[src/rtl/bp_fe_bp_update_ctrl.sv]
// Fetch/resolve glue around the gshare predictor: issues reads at fetch, keeps
// an in-order queue of outstanding predictions, and issues registered updates.
module bp_fe_bp_update_ctrl #(
    parameter int bht_idx_width_p    = 10,
    parameter int queue_els_p        = 8,
    parameter int stat_width_p       = 32,
    parameter bit flush_on_mispred_p = 1'b1,
    localparam int ptr_w_lp          = $clog2(queue_els_p)
) (
    input  logic                       clk_i,
    input  logic                       reset_n_i,

    input  logic                       fetch_v_i,
    input  logic [bht_idx_width_p-1:0] fetch_idx_i,
    output logic                       fetch_ready_o,
    output logic                       pred_taken_o,
    output logic [ptr_w_lp-1:0]        pred_tag_o,

    output logic                       r_v_o,
    output logic [bht_idx_width_p-1:0] idx_r_o,
    input  logic                       predict_i,

    input  logic                       resolve_v_i,
    input  logic                       resolve_taken_i,
    input  logic                       flush_i,

    output logic                       w_v_o,
    output logic [bht_idx_width_p-1:0] idx_w_o,
    output logic                       correct_o,
    output logic                       mispredict_o,

    output logic [ptr_w_lp:0]          count_o,
    output logic [stat_width_p-1:0]    branches_o,
    output logic [stat_width_p-1:0]    mispreds_o
);

    typedef logic [ptr_w_lp:0]       ptr_t;
    typedef logic [stat_width_p-1:0] stat_t;

    ptr_t wr_ptr_r, rd_ptr_r, wr_ptr_n, rd_ptr_n;

    logic [bht_idx_width_p-1:0] idx_mem [queue_els_p];
    logic [queue_els_p-1:0]     pred_mem;

    logic                       full, empty, pop, squash, head_correct, head_pred;
    logic [bht_idx_width_p-1:0] head_idx;

    always_comb begin
        empty = (wr_ptr_r == rd_ptr_r);
        full  = (wr_ptr_r[ptr_w_lp] != rd_ptr_r[ptr_w_lp])
             && (wr_ptr_r[ptr_w_lp-1:0] == rd_ptr_r[ptr_w_lp-1:0]);

        fetch_ready_o = ~full;
        r_v_o         = fetch_v_i & ~full;
        idx_r_o       = fetch_idx_i;
        pred_taken_o  = predict_i;
        pred_tag_o    = wr_ptr_r[ptr_w_lp-1:0];

        head_idx     = idx_mem[rd_ptr_r[ptr_w_lp-1:0]];
        head_pred    = pred_mem[rd_ptr_r[ptr_w_lp-1:0]];
        head_correct = (resolve_taken_i == head_pred);
        pop          = resolve_v_i & ~empty;

        // Squash collapses the queue onto the post-pop head, discarding any same-cycle push.
        squash   = flush_i | (flush_on_mispred_p & pop & ~head_correct);
        rd_ptr_n = rd_ptr_r + ptr_t'(pop);
        wr_ptr_n = squash ? rd_ptr_n : wr_ptr_r + ptr_t'(r_v_o);

        count_o = wr_ptr_r - rd_ptr_r;
    end

    always_ff @(posedge clk_i) begin
        if (r_v_o) begin
            idx_mem[wr_ptr_r[ptr_w_lp-1:0]]  <= fetch_idx_i;
            pred_mem[wr_ptr_r[ptr_w_lp-1:0]] <= predict_i;
        end
    end

    always_ff @(posedge clk_i or negedge reset_n_i) begin
        if (!reset_n_i) begin
            wr_ptr_r     <= '0;
            rd_ptr_r     <= '0;
            w_v_o        <= 1'b0;
            idx_w_o      <= '0;
            correct_o    <= 1'b0;
            mispredict_o <= 1'b0;
            branches_o   <= '0;
            mispreds_o   <= '0;
        end else begin
            wr_ptr_r     <= wr_ptr_n;
            rd_ptr_r     <= rd_ptr_n;
            w_v_o        <= pop;
            correct_o    <= pop & head_correct;
            mispredict_o <= pop & ~head_correct;
            if (pop) begin
                idx_w_o <= head_idx;
                if (branches_o != '1)
                    branches_o <= branches_o + stat_t'(1);
                if (!head_correct && mispreds_o != '1)
                    mispreds_o <= mispreds_o + stat_t'(1);
            end
        end
    end

`ifndef SYNTHESIS
    resolve_needs_entry: assert property (
        @(posedge clk_i) disable iff (!reset_n_i) !(resolve_v_i && empty)
    ) else $error("resolve_v_i asserted with an empty outstanding-branch queue");
`endif

endmodule

[config.mk]
export PLATFORM = sky130hd
export DESIGN_NAME = bp_fe_bp_update_ctrl
export DESIGN_NICKNAME = d
export VERILOG_FILES = /design/src/rtl/bp_fe_bp_update_ctrl.sv
export SDC_FILE = /design/constraint.sdc
export NUM_CORES = 1
export LEC_CHECK = 0
export ABC_CLOCK_PERIOD_IN_PS = 2550
export CORE_MARGIN = 3
export CORE_UTILIZATION = 49
export DETAILED_ROUTE_END_ITERATION = 10
export PLACE_DENSITY_LB_ADDON = 0.05
export SYNTH_ARGS = -nofsm -noshare
export SYNTH_HDL_FRONTEND = slang
export SYNTH_SLANG_ARGS = --single-unit
[constraint.sdc]
create_clock -name clk_i -period 2.55 [get_ports clk_i]
set_clock_uncertainty 0.05 [all_clocks]
set_input_delay 0.51 -clock clk_i [delete_from_list [all_inputs] [get_ports clk_i]]
set_output_delay 0.51 -clock clk_i [all_outputs]
set_load 0.05 [all_outputs]
# Word-level counts from Yosys, hierarchy flattened
# Memory sizes are Yosys's and may differ from the RTL's. A register that Yosys moved wholly into a read port is not among the register bits.
# Cells that the tools add are included.
dict set report totals {
  regBits 83
  latch_bits 0
  ram_bits 80
  mem_bits_ro 0
  inputBits 17
  output_inout_bits 97
  word_cells 46
  memories 1
}
dict set report op_classes {
  n_addsub 5
  mul 0
  div 0
  n_lt_le_gt_ge 3
  eq_ne 6
  shift 0
  mux 8
  bitwise 8
  n_reduce_logical 7
}
# memory words word_bits rd rd_clocked_by_memory_dff wr line_no
set mem_list {}
lappend mem_list {idx_mem 8 10 1 1 1 42} ;# logic [bht_idx_width_p-1:0] idx_mem [queue_els_p];
# operator n
set op_table {}
lappend op_table {{$add A32 B1 Y32 const B} 2}
lappend op_table {{$ne A32 B32 Y1 const B} 2}
lappend op_table {{$add A4 B1 Y4} 2}
lappend op_table {{$bwmux W8} 1}
lappend op_table {{$lt A3 B4 Y1 const B} 2}
lappend op_table {{$and A1 B1 Y1} 4}
lappend op_table {{$eq A4 B4 Y1} 1}
lappend op_table {{$mux W1} 4}
lappend op_table {{$mux W4} 1}
lappend op_table {{$reduce_and A2 Y1} 2}
lappend op_table {{$sub A4 B4 Y4} 1}
lappend op_table {{$bmux W1 S3} 1}
lappend op_table {{$demux W1 S3} 1}
lappend op_table {{$eq A3 B3 Y1} 1}
lappend op_table {{$ge A3 B1 Y1 const B} 1}
lappend op_table {{$logic_and A1 B1 Y1} 3}
lappend op_table {{$not A1 Y1} 3}
lappend op_table {{$logic_not A1 Y1} 2}
lappend op_table {{$eq A1 B1 Y1} 1}
lappend op_table {{$ne A1 B1 Y1} 1}
lappend op_table {{$or A1 B1 Y1} 1}

# Longest topological paths before layout
# Gate-level depths: netlist (run 1).
dict set report depth {
  ltp_word 7
  mapped_depth 13
  ltp_nobuf 10
}

# Worst setup path after synthesis (run 1)
# OpenSTA, ideal clock, no wires.
dict set report synth_timing {
  path_type {reg2reg}
  startpoint {register rd_ptr_r[2]}
  endpoint {memory idx_mem[1][0] (enable)}
  setup_time_ps 393
  t_arrival_ps 3268
  required_ps 2107
  path_slack_ps -1161
  path_stages_with_launch 10
  n_path_buf 2
  synth_period_minus_slack_ps 3711
  path_cell_list {dfrtp_1 buf_2 inv_1 clkbuf_1 ha_1 nand3_1 nand2b_1 and2_1 nand2_1 nor3_1}
}
dict set report synth_via {
  elab_chain_cells 6
}
# item line_no
set synth_lines {}
lappend synth_lines {{from (decl)} 40} ;# ptr_t wr_ptr_r, rd_ptr_r, wr_ptr_n, rd_ptr_n;
lappend synth_lines {{from (signal assigned)} 91} ;# rd_ptr_r <= rd_ptr_n;
lappend synth_lines {{$eq A3 B3 Y1} 51} ;# && (wr_ptr_r[ptr_w_lp-1:0] == rd_ptr_r[ptr_w_lp-1:0]);
lappend synth_lines {{$logic_and A1 B1 Y1} 51}
lappend synth_lines {{$not A1 Y1} --}
lappend synth_lines {{named net fetch_ready_o} 15} ;# output logic fetch_ready_o,
lappend synth_lines {{$and A1 B1 Y1} 54} ;# r_v_o = fetch_v_i & ~full;
lappend synth_lines {{named net r_v_o} 19} ;# output logic r_v_o,
lappend synth_lines {{$mux W1} 73} ;# if (r_v_o) begin
lappend synth_lines {{$mux W1 (implied by the code)} 74} ;# idx_mem[wr_ptr_r[ptr_w_lp-1:0]] <= fetch_idx_i;
lappend synth_lines {{to (decl)} 42}
# The timed path passes the listed nets, and every way through them passes these cells.

# Worst setup path after layout (run 1)
dict set report layout_timing {
  startpoint {register wr_ptr_r[0]}
  endpoint {output count_o[3]}
}
dict set report layout_via {
  elab_chain_cells 1
}
# item line_no
set layout_lines {}
lappend layout_lines {{from (decl)} 40}
lappend layout_lines {{from (signal assigned)} 90} ;# wr_ptr_r <= wr_ptr_n;
lappend layout_lines {{$sub A4 B4 Y4} 69} ;# count_o = wr_ptr_r - rd_ptr_r;
lappend layout_lines {{to (decl)} 32} ;# output logic [ptr_w_lp:0] count_o,
# Every way passes these cells.

==> results of run 1 <==
==> per-stage QoR <==
step | power (uW) | std cells | utilization | setup WS, ns | hold WS [ns]
floorplan | 6850 | 543 | - | 0.0206 | 0.164
global placement | 8490 | 838 | 0.620 | 0.188 | 0.431
detailed placement | 8570 | 838 | 0.620 | 0.133 | 0.437
CTS | 11400 | 870 | 0.664 | 0.0265 | 0.0279
global route | 11800 | 870 | 0.665 | 0.00174 | 0.0392
finish | 11200 | 870 | 0.665 | 0.0820 | 0.0161
==> routing by layer <==
metal | wire length, um | GRT usage | vias up
li1 | - | - | 2233
met1 | 6660 | 0.251 | 2374
met2 | 8060 | 0.335 | 129
met3 | 712 | 0.0486 | 21
met4 | 240 | 0.0727 | 0
met5 | 0 | 0 | -
==> Yosys cell counts (all sizes together) (2+ instances only) <==
cell type  instances
xnor2             42
nor4              11
and2               5
or2                2
nand2b             4
buf               22
nor3              13
a31oi             11
o21ai              2
nand4             22
mux4              20
or3                3
nand3             33
clkbuf             9
dfrtp             85
xor2              25
mux2              10
and3              12
nor4b              2
mux2i              4
ha                 9
inv               14
nor2              33
nand2             49
nor2b              2
edfxtp            88
==> layout make-up <==
type	instances	share of cell area
inverters	14	0.00587
clock buffers	17	0.0434
repair buffers	142	0.156
well taps	184	0.0235
clock inverters	15	0.0212
multi-input cells	325	0.263
flip-flops and latches	173	0.486
==> timing repair <==
action | CTS | global route
endpoints found under the hold margin | 0 | 0
pin swaps | 0 | 2
setup endpoints to repair | 2 | 5
gates resized for setup | 2 | 4
==> worst max-delay path by stage <==
stage | start | endpoint | cells after the start
CTS | wr_ptr_r[1] | count_o[2] | 5
global placement | resolve_v_i | branches_o[17] | 8
detailed placement | rd_ptr_r[0] | wr_ptr_r[0] | 9
finish | wr_ptr_r[0] | count_o[3] | 7
floorplan | rd_ptr_r[2] | wr_ptr_r[0] | 12
global route | wr_ptr_r[0] | count_o[3] | 7
==> power breakdown <==
part	switching, uW	internal, uW
Clock	1140	1580
Combinational	2800	1980
Sequential	279	3450
Total	4220	7010
==> worst register-to-register path: cells and delay by family, from the launching register on <==
| kind | cells | cell delay, ns |
|---|---|---|
| fa+ha+maj | 1 | 0.36 |
| buf+inv | 2 | 0.19 |
| compound gates | 1 | 0.21 |
| flops | 1 | 0.43 |
| mux | 2 | 0.63 |
| simple gates | 3 | 0.45 |
==> cells by family after synthesis <==
kind of cell | count (synthesis)
simple gates | 195
flops | 173
fa+ha+maj | 10
xor+xnor | 67
buf+inv | 45
compound gates | 19
mux | 34
==> sequential cells by signal, summed over array words and instances (netlist names) <==
| register | count |
|---|---|
| wr_ptr_r | 4 |
| idx_mem | 80 |
| mispredict_o | 1 |
| branches_o | 32 |
| w_v_o | 1 |
| pred_mem | 8 |
| correct_o | 1 |
| idx_w_o | 10 |
| mispreds_o | 32 |
| rd_ptr_r | 4 |
==> run metrics, run 1 <==
largest net degree at the start of global routing 42; Max Slew Vio Count 0; Design Area, Final 0.00981 mm^2; Crit path top cell by count inv_1; WP buf/inv 3; DRT Wirelength 15.7 mm; xor and xnor fraction of the mapped netlist area 0.0784; HPWL Detailed 10.8 mm; area occupied by multi-input gates 0.00258 mm^2; commonest non-fill, non-tap cell in the layout clkdlybuf4s50_1; # IOs 114; GRT Total Usage 0.199; Die W 130 um; multiplexer share of the synthesized area 0.0822; ys async rst share 0.491; Worst R2R Start rd_ptr_r[0]; Synth warnings 0; DRC violation count after routing 0; DRT antenna net count 0; first-pass GRT wire length 25.1 mm; static leakage 0.00381 uW; area share of fa/ha/maj cells after synthesis 0.0177; most area-consuming cells after synthesis edfxtp_1, dfrtp_1, mux4_2; ys flop type edfxtp_1; Crit Path Category reg -> out; Synth Instances 543; mapped cell area 0.00748 mm^2; Syn Area/Cell 13.8 um^2; CTS sink cnt 173; vias per cell 5.47; fraction of layout cells with a size suffix above 1 0.206; most frequent cells in the layout clkdlybuf4s50_1, edfxtp_1, dfrtp_1, nand2_1, xnor2_1; worst-margin pin slew 0.573 ns; aggregate global routing overflow 0; worst r2r path cells 9; Core Rows 44; dpl cell area 0.00915 mm^2; status finished, final reports clean; DRT iter0 DRCs 246; EDFF count, synth 88; root buffer cell clkbuf_16; worst-skew pair later-pin latency 0.43 ns; worst hold path type in -> async; CP endpoint kind primary output; Worst Path Max Fanout 2; complex-gate fraction of the synthesized area 0.0174; RSZ-0062 raised after global routing false; Area Growth Syn to Fin 31.1%; DR WL/cell 18.0 um; # diodes 0; WP data arrival 1.91 ns; # port buffers 113; final setup fails 0; CTS Buf Count 17; sequential area share after synthesis 0.637; cell area power density 1150 mW/mm^2; max_cap viols 0; Simple-Gate Fraction of Synth Area 0.134; Pre-antenna DRT Iters 4; post-synth net total 570; starting density of the core 0.507; Reg clk slew, reported paths 0.07 ns; Slew HR 0.617; leading area contributor after synthesis edfxtp_1; post-CTS setup buffer count 0; #FFs+latches synth 173; fin crit share 0.968; top cell type's share of synthesized area 0.353; fin crit period 2.47 ns; Filler cells 1082; fmax 405 MHz; Die Ht 130 um; worst path cell trace inv_1 > ha_2 > inv_1 > a21o_1 > a21oi_2 > xor2_2 > buf_12; initial antenna violation count 0; crit-path max cell delay 0.37 ns; Die ar. 0.0168 mm^2; vias in the first global route 4789; Top delay family on crit path compound AO/OA/AOI/OAI gates; internal reg-to-reg setup slack 0.13 ns; final hold vios 0; worst r2r dst wr_ptr_r[0]; sequential cell area 0.00477 mm^2; CP required 1.99 ns; routability cong. 0.824; # hold bufs at CTS 0; slowest CP cell dfrtp_1; CTS tree yes; synth unique cells 46; H-tree depth 4; CTS max path bufs 2; Setup TNS Final 0 ns; Via Count 4757; largest family of logic cells by synthesized area simple AND/OR/NAND/NOR gates; CORE AREA 0.0148 mm^2; maximum VDD drop 0.000610 V; nets 700; critical path startpoint category flip-flop
Note: power is estimated with default switching activity, not from simulation.
==> run 2: changes to the inputs <==
--- a/config.mk
+++ b/config.mk
@@ -10,6 +10,7 @@
 export CORE_UTILIZATION = 49
 export DETAILED_ROUTE_END_ITERATION = 10
 export PLACE_DENSITY_LB_ADDON = 0.05
+export REMOVE_ABC_BUFFERS = 1
 export SYNTH_ARGS = -nofsm -noshare
 export SYNTH_HDL_FRONTEND = slang
 export SYNTH_SLANG_ARGS = --single-unit
==> run 2 against run 1 <==
  * Utilization down 0.34 points
  * Total power down 1.6%
  * Clock power down 8.5%
  * Critical path depth down 1
  * Design area down 0.51%
  * Flip-flop and latch count unchanged
  * Sequential power about the same
==> run metrics, run 2 (synthesis gave the netlist of run 1 again) <==
DRT Wirelength 15.8 mm (+0.64%); root buffer cell clkbuf_16; DRT antenna net count 0 (unchanged); Core Rows 44 (unchanged); nets 710 (+1.4%); initial antenna violation count 0 (unchanged); internal reg-to-reg setup slack 0.15 ns (+0.02 ns); CTS max path bufs 2 (unchanged); Worst R2R Start rd_ptr_r[0]; DR WL/cell 17.9 um (-0.51%); max reg flops 80 (unchanged); final hold vios 0 (unchanged); most frequent cells in the layout clkdlybuf4s50_1, edfxtp_1, dfrtp_1, nand2_1, xnor2_1; critical path startpoint category flip-flop; Setup TNS Final 0 ns (unchanged); largest net degree at the start of global routing 41 (-2.4%); # hold bufs at CTS 0 (unchanged); starting density of the core 0.507 (unchanged); status finished, final reports clean; max_cap viols 0 (unchanged); RSZ-0062 raised after global routing true; Crit Path Category reg -> out; GRT Total Usage 0.197 (-0.00174); commonest non-fill, non-tap cell in the layout clkdlybuf4s50_1; worst hold path type in -> async; CTS sink cnt 173 (unchanged); routability cong. 0.817 (-0.89%); # IOs 114 (unchanged); DRC violation count after routing 0 (unchanged); CP required 1.99 ns (about the same); Slew HR 0.562 (-0.0549); CORE AREA 0.0148 mm^2 (unchanged); fin crit period 2.49 ns (+0.0171 ns); switching share of power 0.378 (+0.00179); HPWL Detailed 10.8 mm (+0.41%); # diodes 0 (unchanged); Die W 130 um (unchanged); worst-margin pin slew 0.652 ns (+0.0782 ns); maximum VDD drop 0.000878 V (+44%); fraction of layout cells with a size suffix above 1 0.193 (-0.0130); fin cells 880 (+1.1%); final setup fails 0 (unchanged); CTS tree yes; fin crit share 0.975 (+0.00669); Pre-antenna DRT Iters 5 (+1); critical path endpoint count_o[3]; aggregate global routing overflow 0 (unchanged); total power 11100 uW (-1.6%); cell area power density 1130 mW/mm^2 (-1.1%); clock power share 0.225 (-0.017); Worst Path Max Fanout 2 (unchanged); static leakage 0.00382 uW (about the same); worst r2r path cells 6 (-3); Max Slew Vio Count 0 (unchanged); CP endpoint kind primary output; P_sw 4170 uW (-1.2%); # port buffers 113 (unchanged); Die Ht 130 um (unchanged); Core Util, Final 0.661 (-0.00339); worst-skew pair later-pin latency 0.42 ns (about the same); register share of total power 0.336 (+0.004); Via Count 4789 (+0.67%); DRT iter0 DRCs 198 (-20%); CTS Buf Count 17 (unchanged); Reg clk slew, reported paths 0.07 ns (about the same); vias in the first global route 4754 (-0.73%); worst r2r dst mispreds_o[31]; Filler cells 1128 (+4.3%); H-tree depth 4 (unchanged); first-pass GRT wire length 25.0 mm (-0.60%); vias per cell 5.44 (-0.47%); Cells after DPL 844 (+0.72%); Worst Setup SP rd_ptr_r[1]; Area Growth Syn to Fin 30.4%; Internal 6880 uW (-1.9%); fmax 402 MHz (-0.69%); WP data arrival 1.93 ns (+0.02 ns); Comb pwr share 0.439 (+0.013); Die ar. 0.0168 mm^2 (unchanged)
run 2: cell types whose count changed in the layout (fill, tap and decap cells not counted), sizes merged:
cell,delta
buf,+10
bufinv,-2
clkbuf,+1
clkinvlp,+2
inv,-1
run 2: what timing repair did:
action	4_1_cts	5_1_grt
endpoints found under the setup margin	8	21
pin swaps	0	1
resized for setup	2	5
setup buffers	1	3
run 2: metal layers:
layer	up-vias	track usage	wire length (um)
li1	2246	-	-
met1	2390	0.274	7170
met2	128	0.306	7650
met3	25	0.0379	670
met4	0	0.0850	277
met5	-	0	0
run 2: power by group through the flow:
| stage | combinational (uW) | sequential (uW) | clock [uW] |
|---|---|---|---|
| 2_1_floorplan | 1850 | 4640 | 0 |
| 3_3_place_gp | 4670 | 3750 | 0 |
| 3_5_place_dp | 4700 | 3770 | 0 |
| 4_1_cts | 4780 | 3710 | 2550 |
| 5_1_grt | 5160 | 3770 | 2660 |
| 6_report | 4850 | 3720 | 2490 |
run 2: worst min path at each step:
stage                         startpoint             end  slack (ns)  cells after the start
after global routing           reset_n_i      idx_w_o[0]        0.04                      1
after floorplan                reset_n_i   branches_o[0]        0.16                      0
final                          reset_n_i  branches_o[20]       0.008                      1
after global placement    branches_o[31]  branches_o[31]        0.43                      1
after CTS                      reset_n_i  branches_o[20]        0.02                      1
after detailed placement  mispreds_o[20]  mispreds_o[20]        0.43                      1
run 2: metrics by stage:
step                cell area [um^2]  hold slack (ns)  worst slack, ns
floorplan                       7290            0.164            -1.57
global placement                9120            0.428           0.0275
detailed placement              9120            0.431          -0.0154
CTS                             9710           0.0151          -0.0310
global route                    9760           0.0424          -0.0615
finish                          9760          0.00826           0.0649
run 2: final cells by class:
| cell class | instances | area [um^2] | share of cell area |
|---|---|---|---|
| Multi-Input combinational cell | 325 | 2500 | 0.256 |
| Tap cell | 184 | 230 | 0.0236 |
| Clock buffer | 18 | 439 | 0.0450 |
| Clock inverter | 14 | 135 | 0.0138 |
| Sequential cell | 173 | 4770 | 0.489 |
| Timing Repair Buffer | 152 | 1630 | 0.167 |
| Inverter | 14 | 52.6 | 0.00538 |
run 2: worst max-delay path: stages, from the launching register on:
cell and delay [ns]:
dfrtp_1 0.39, inv_1 0.07, ha_1 0.29, a21o_1 0.19, a21oi_2 0.18, xor2_2 0.22
buf_12 0.17
==> run 3: changes to the inputs <==
--- a/config.mk
+++ b/config.mk
@@ -5,9 +5,10 @@
 export SDC_FILE = /design/constraint.sdc
 export NUM_CORES = 1
 export LEC_CHECK = 0
-export ABC_CLOCK_PERIOD_IN_PS = 2550
+export ABC_CLOCK_PERIOD_IN_PS = 2200
 export CORE_MARGIN = 3
 export CORE_UTILIZATION = 49
+export CTS_BUF_LIST = sky130_fd_sc_hd__clkbuf_8 sky130_fd_sc_hd__clkbuf_16
 export DETAILED_ROUTE_END_ITERATION = 10
 export PLACE_DENSITY_LB_ADDON = 0.05
 export REMOVE_ABC_BUFFERS = 1
==> constraint.sdc (replaced) <==
create_clock -name clk_i -period 2.2 [get_ports clk_i]
set_clock_uncertainty 0.05 [all_clocks]
set_input_delay 0.44 -clock clk_i [delete_from_list [all_inputs] [get_ports clk_i]]
set_output_delay 0.44 -clock clk_i [all_outputs]
set_load 0.05 [all_outputs]
==> run 3 against run 2 <==
  * The flow now finishes with violations (negative setup slack)
  * Die area is the same
  * Sequential share of layout area fell by 4.3 points
  * Non-clock buffer count is 53 higher
  * Count of clock-buffer cells in the layout fell by 1
  * Clock power is 10% higher
  * Final cell count rose by 6.1%
  * Register-to-register slack worse by 0.31 ns
  * Global-route usage increased by 2.4 points
  * Flip-flop and latch count did not move
  * Design area up 9.6%
  * Critical endpoint is now mispreds_o[31]
  * Highest routed layer unchanged
==> run metrics, run 3 (synthesis gave the netlist of run 1 again) <==
status finished with violations; failing checks negative setup slack; GR met1 Demand/Resource 0.309 (+0.0349); worst r2r path cells 8 (+2); critical path startpoint category flip-flop; Area Growth Syn to Fin 43.0%; cell area power density 1310 mW/mm^2 (+16%); Die W 130 um (unchanged); Crit Path Category reg -> reg; # port buffers 113 (unchanged); final hold vios 0 (unchanged); static leakage 0.00466 uW (+22%); CTS Buf Count 17 (unchanged); gr busiest metal met2; CTS tree yes; routing usage on met2 0.349 (+0.0437); pre-CTS setup slack -0.225 ns (-0.209 ns); crit-path max cell delay 0.44 ns (+0.05 ns); CTS sink cnt 173 (unchanged); internal reg-to-reg setup slack -0.16 ns (-0.31 ns); DRC violation count after routing 0 (unchanged); worst r2r dst mispreds_o[31]; # diodes 0 (unchanged); nets 764 (+7.6%); DRT iter0 DRCs 343 (+73%); DRT Wirelength 18.3 mm (+16%); Worst R2R Start rd_ptr_r[0]; Core Rows 44 (unchanged); most frequent cells in the layout edfxtp_1, dfrtp_1, buf_4, clkdlybuf4s50_1, nand2_1; total power 14000 uW (+27%); Top delay family on crit path multiplexers; Max Slew Vio Count 0 (unchanged); Worst Path Max Fanout 4 (+2); slowest CP cell dfrtp_2; final setup fails 16 (+16); RSZ-0062 raised after global routing true; Slew HR 0.633 (+0.0712); starting density of the core 0.507 (unchanged); Core Util, Final 0.725 (+0.0638); worst hold path type in -> async; largest net degree at the start of global routing 56 (+37%); Reg clk slew, reported paths 0.07 ns (about the same); Pre-antenna DRT Iters 4 (-1); CTS max path bufs 2 (unchanged); routability cong. 0.853 (+4.5%); max reg flops 80 (unchanged); WP buf/inv 3 (+1); vias per cell 5.56 (+2.1%); HPWL Detailed 11.8 mm (+8.9%); max_cap viols 0 (unchanged); Cells after DPL 888 (+5.2%); fin crit share 1.07; initial antenna violation count 0 (unchanged); worst path cell trace buf_6 > mux2_4 > o311a_4 > mux2i_4 > buf_12 > buf_6 > nor4_4 > mux2_4; WP data arrival 2.62 ns (+0.69 ns); final worst-path setup slack -0.157 ns (-0.222 ns); Via Count 5191 (+8.4%); vias in the first global route 5274 (+11%); fin cells 934 (+6.1%); CP required 2.46 ns (+0.47 ns); fin crit period 2.36 ns; Die ar. 0.0168 mm^2 (unchanged); first-pass GRT wire length 28.4 mm (+14%); Die Ht 130 um (unchanged); worst-skew pair later-pin latency 0.43 ns (about the same); fmax 424 MHz; DR WL/cell 19.5 um (+9.0%); root buffer cell clkbuf_16; DRT antenna net count 0 (unchanged); Setup TNS Final -1.33 ns (-1.33 ns); CORE AREA 0.0148 mm^2 (unchanged); H-tree depth 4 (unchanged); met3 Usage GRT 0.0429 (+0.00495); commonest non-fill, non-tap cell in the layout edfxtp_1; maximum VDD drop 0.000851 V (-3.1%); worst-margin pin slew 0.553 ns (-0.0987 ns); # IOs 114 (unchanged); CP endpoint kind flip-flop; aggregate global routing overflow 0 (unchanged); fraction of layout cells with a size suffix above 1 0.320 (+0.127); GRT Total Usage 0.221 (+0.0240)
## run 3: changes by cell type in the layout (fill, tap and decap cells not counted), moves of 6 or more
cell,previous run,this run
dlymetal6s2s_1,0,18
nor4_1,9,2
nor3_1,13,5
buf_4,36,71
inv_1,13,7
mux2_4,0,6
nor4_4,0,8
dlygate4sd2_1,0,27
buf_6,1,17
clkdlybuf4s50_1,95,48
mux2_2,10,4
## run 3: worst register-to-register path: stages (launching register included)
cell     delay, ns
dfrtp_2       0.44
buf_6         0.13
mux2_4        0.29
o311a_4       0.35
mux2i_4       0.23
buf_12        0.16
buf_6         0.11
nor4_4        0.15
mux2_4        0.33
## run 3: cell type report
type | instances | area (um^2)
clock inverter | 15 | 114
tap | 184 | 230
multi-input combinational | 326 | 2960
sequential | 173 | 4770
fill | 968 | 4050
timing repair buffer | 205 | 2140
clock buffer | 17 | 425
inverter | 14 | 55.1
## run 3: repair_timing
item / in CTS / in global routing
endpoints found under the hold margin: 56 / 0
gates resized for setup: 91 / 74
cloned: 2 / 0
setup buffers: 9 / 5
hold buffers: 1 / 0
setup endpoints to repair: 91 / 82
pin swaps: 29 / 29
## run 3: through the flow
| stage | hold WS, ns | instance area [um^2] |
|---|---|---|
| final | 0.294 | 10700 |
| after detailed placement | 0.187 | 9420 |
| after CTS | 0.286 | 10400 |
| after global placement | 0.187 | 9420 |
| after floorplan | 0.0944 | 7290 |
| after global routing | 0.298 | 10700 |
## run 3: how the worst max path moves through the flow
stage,slack (ns),cells after the start,endpoint,from
after detailed placement,-0.22,10,wr_ptr_r[1],rd_ptr_r[2]
after global placement,-0.14,8,wr_ptr_r[0],resolve_v_i
final,-0.16,8,mispreds_o[31],rd_ptr_r[0]
after CTS,-0.18,6,count_o[3],rd_ptr_r[1]
after floorplan,-1.92,6,idx_mem[1][0],rd_ptr_r[0]
after global routing,-0.20,8,mispreds_o[31],rd_ptr_r[0]
## run 3: layer usage
| metal | wire [um] | vias up | share of wire |
|---|---|---|---|
| li1 | - | 2365 | - |
| met1 | 7820 | 2655 | 0.43 |
| met2 | 9170 | 143 | 0.50 |
| met3 | 885 | 28 | 0.048 |
| met4 | 369 | 0 | 0.020 |
| met5 | 0 | - | 0 |
## run 3: power breakdown
part | switching [uW] | leakage, uW | internal (uW)
registers | 306 | 0.00191 | 3990
clock network | 1290 | 0.000250 | 1460
logic | 3790 | 0.00250 | 3180
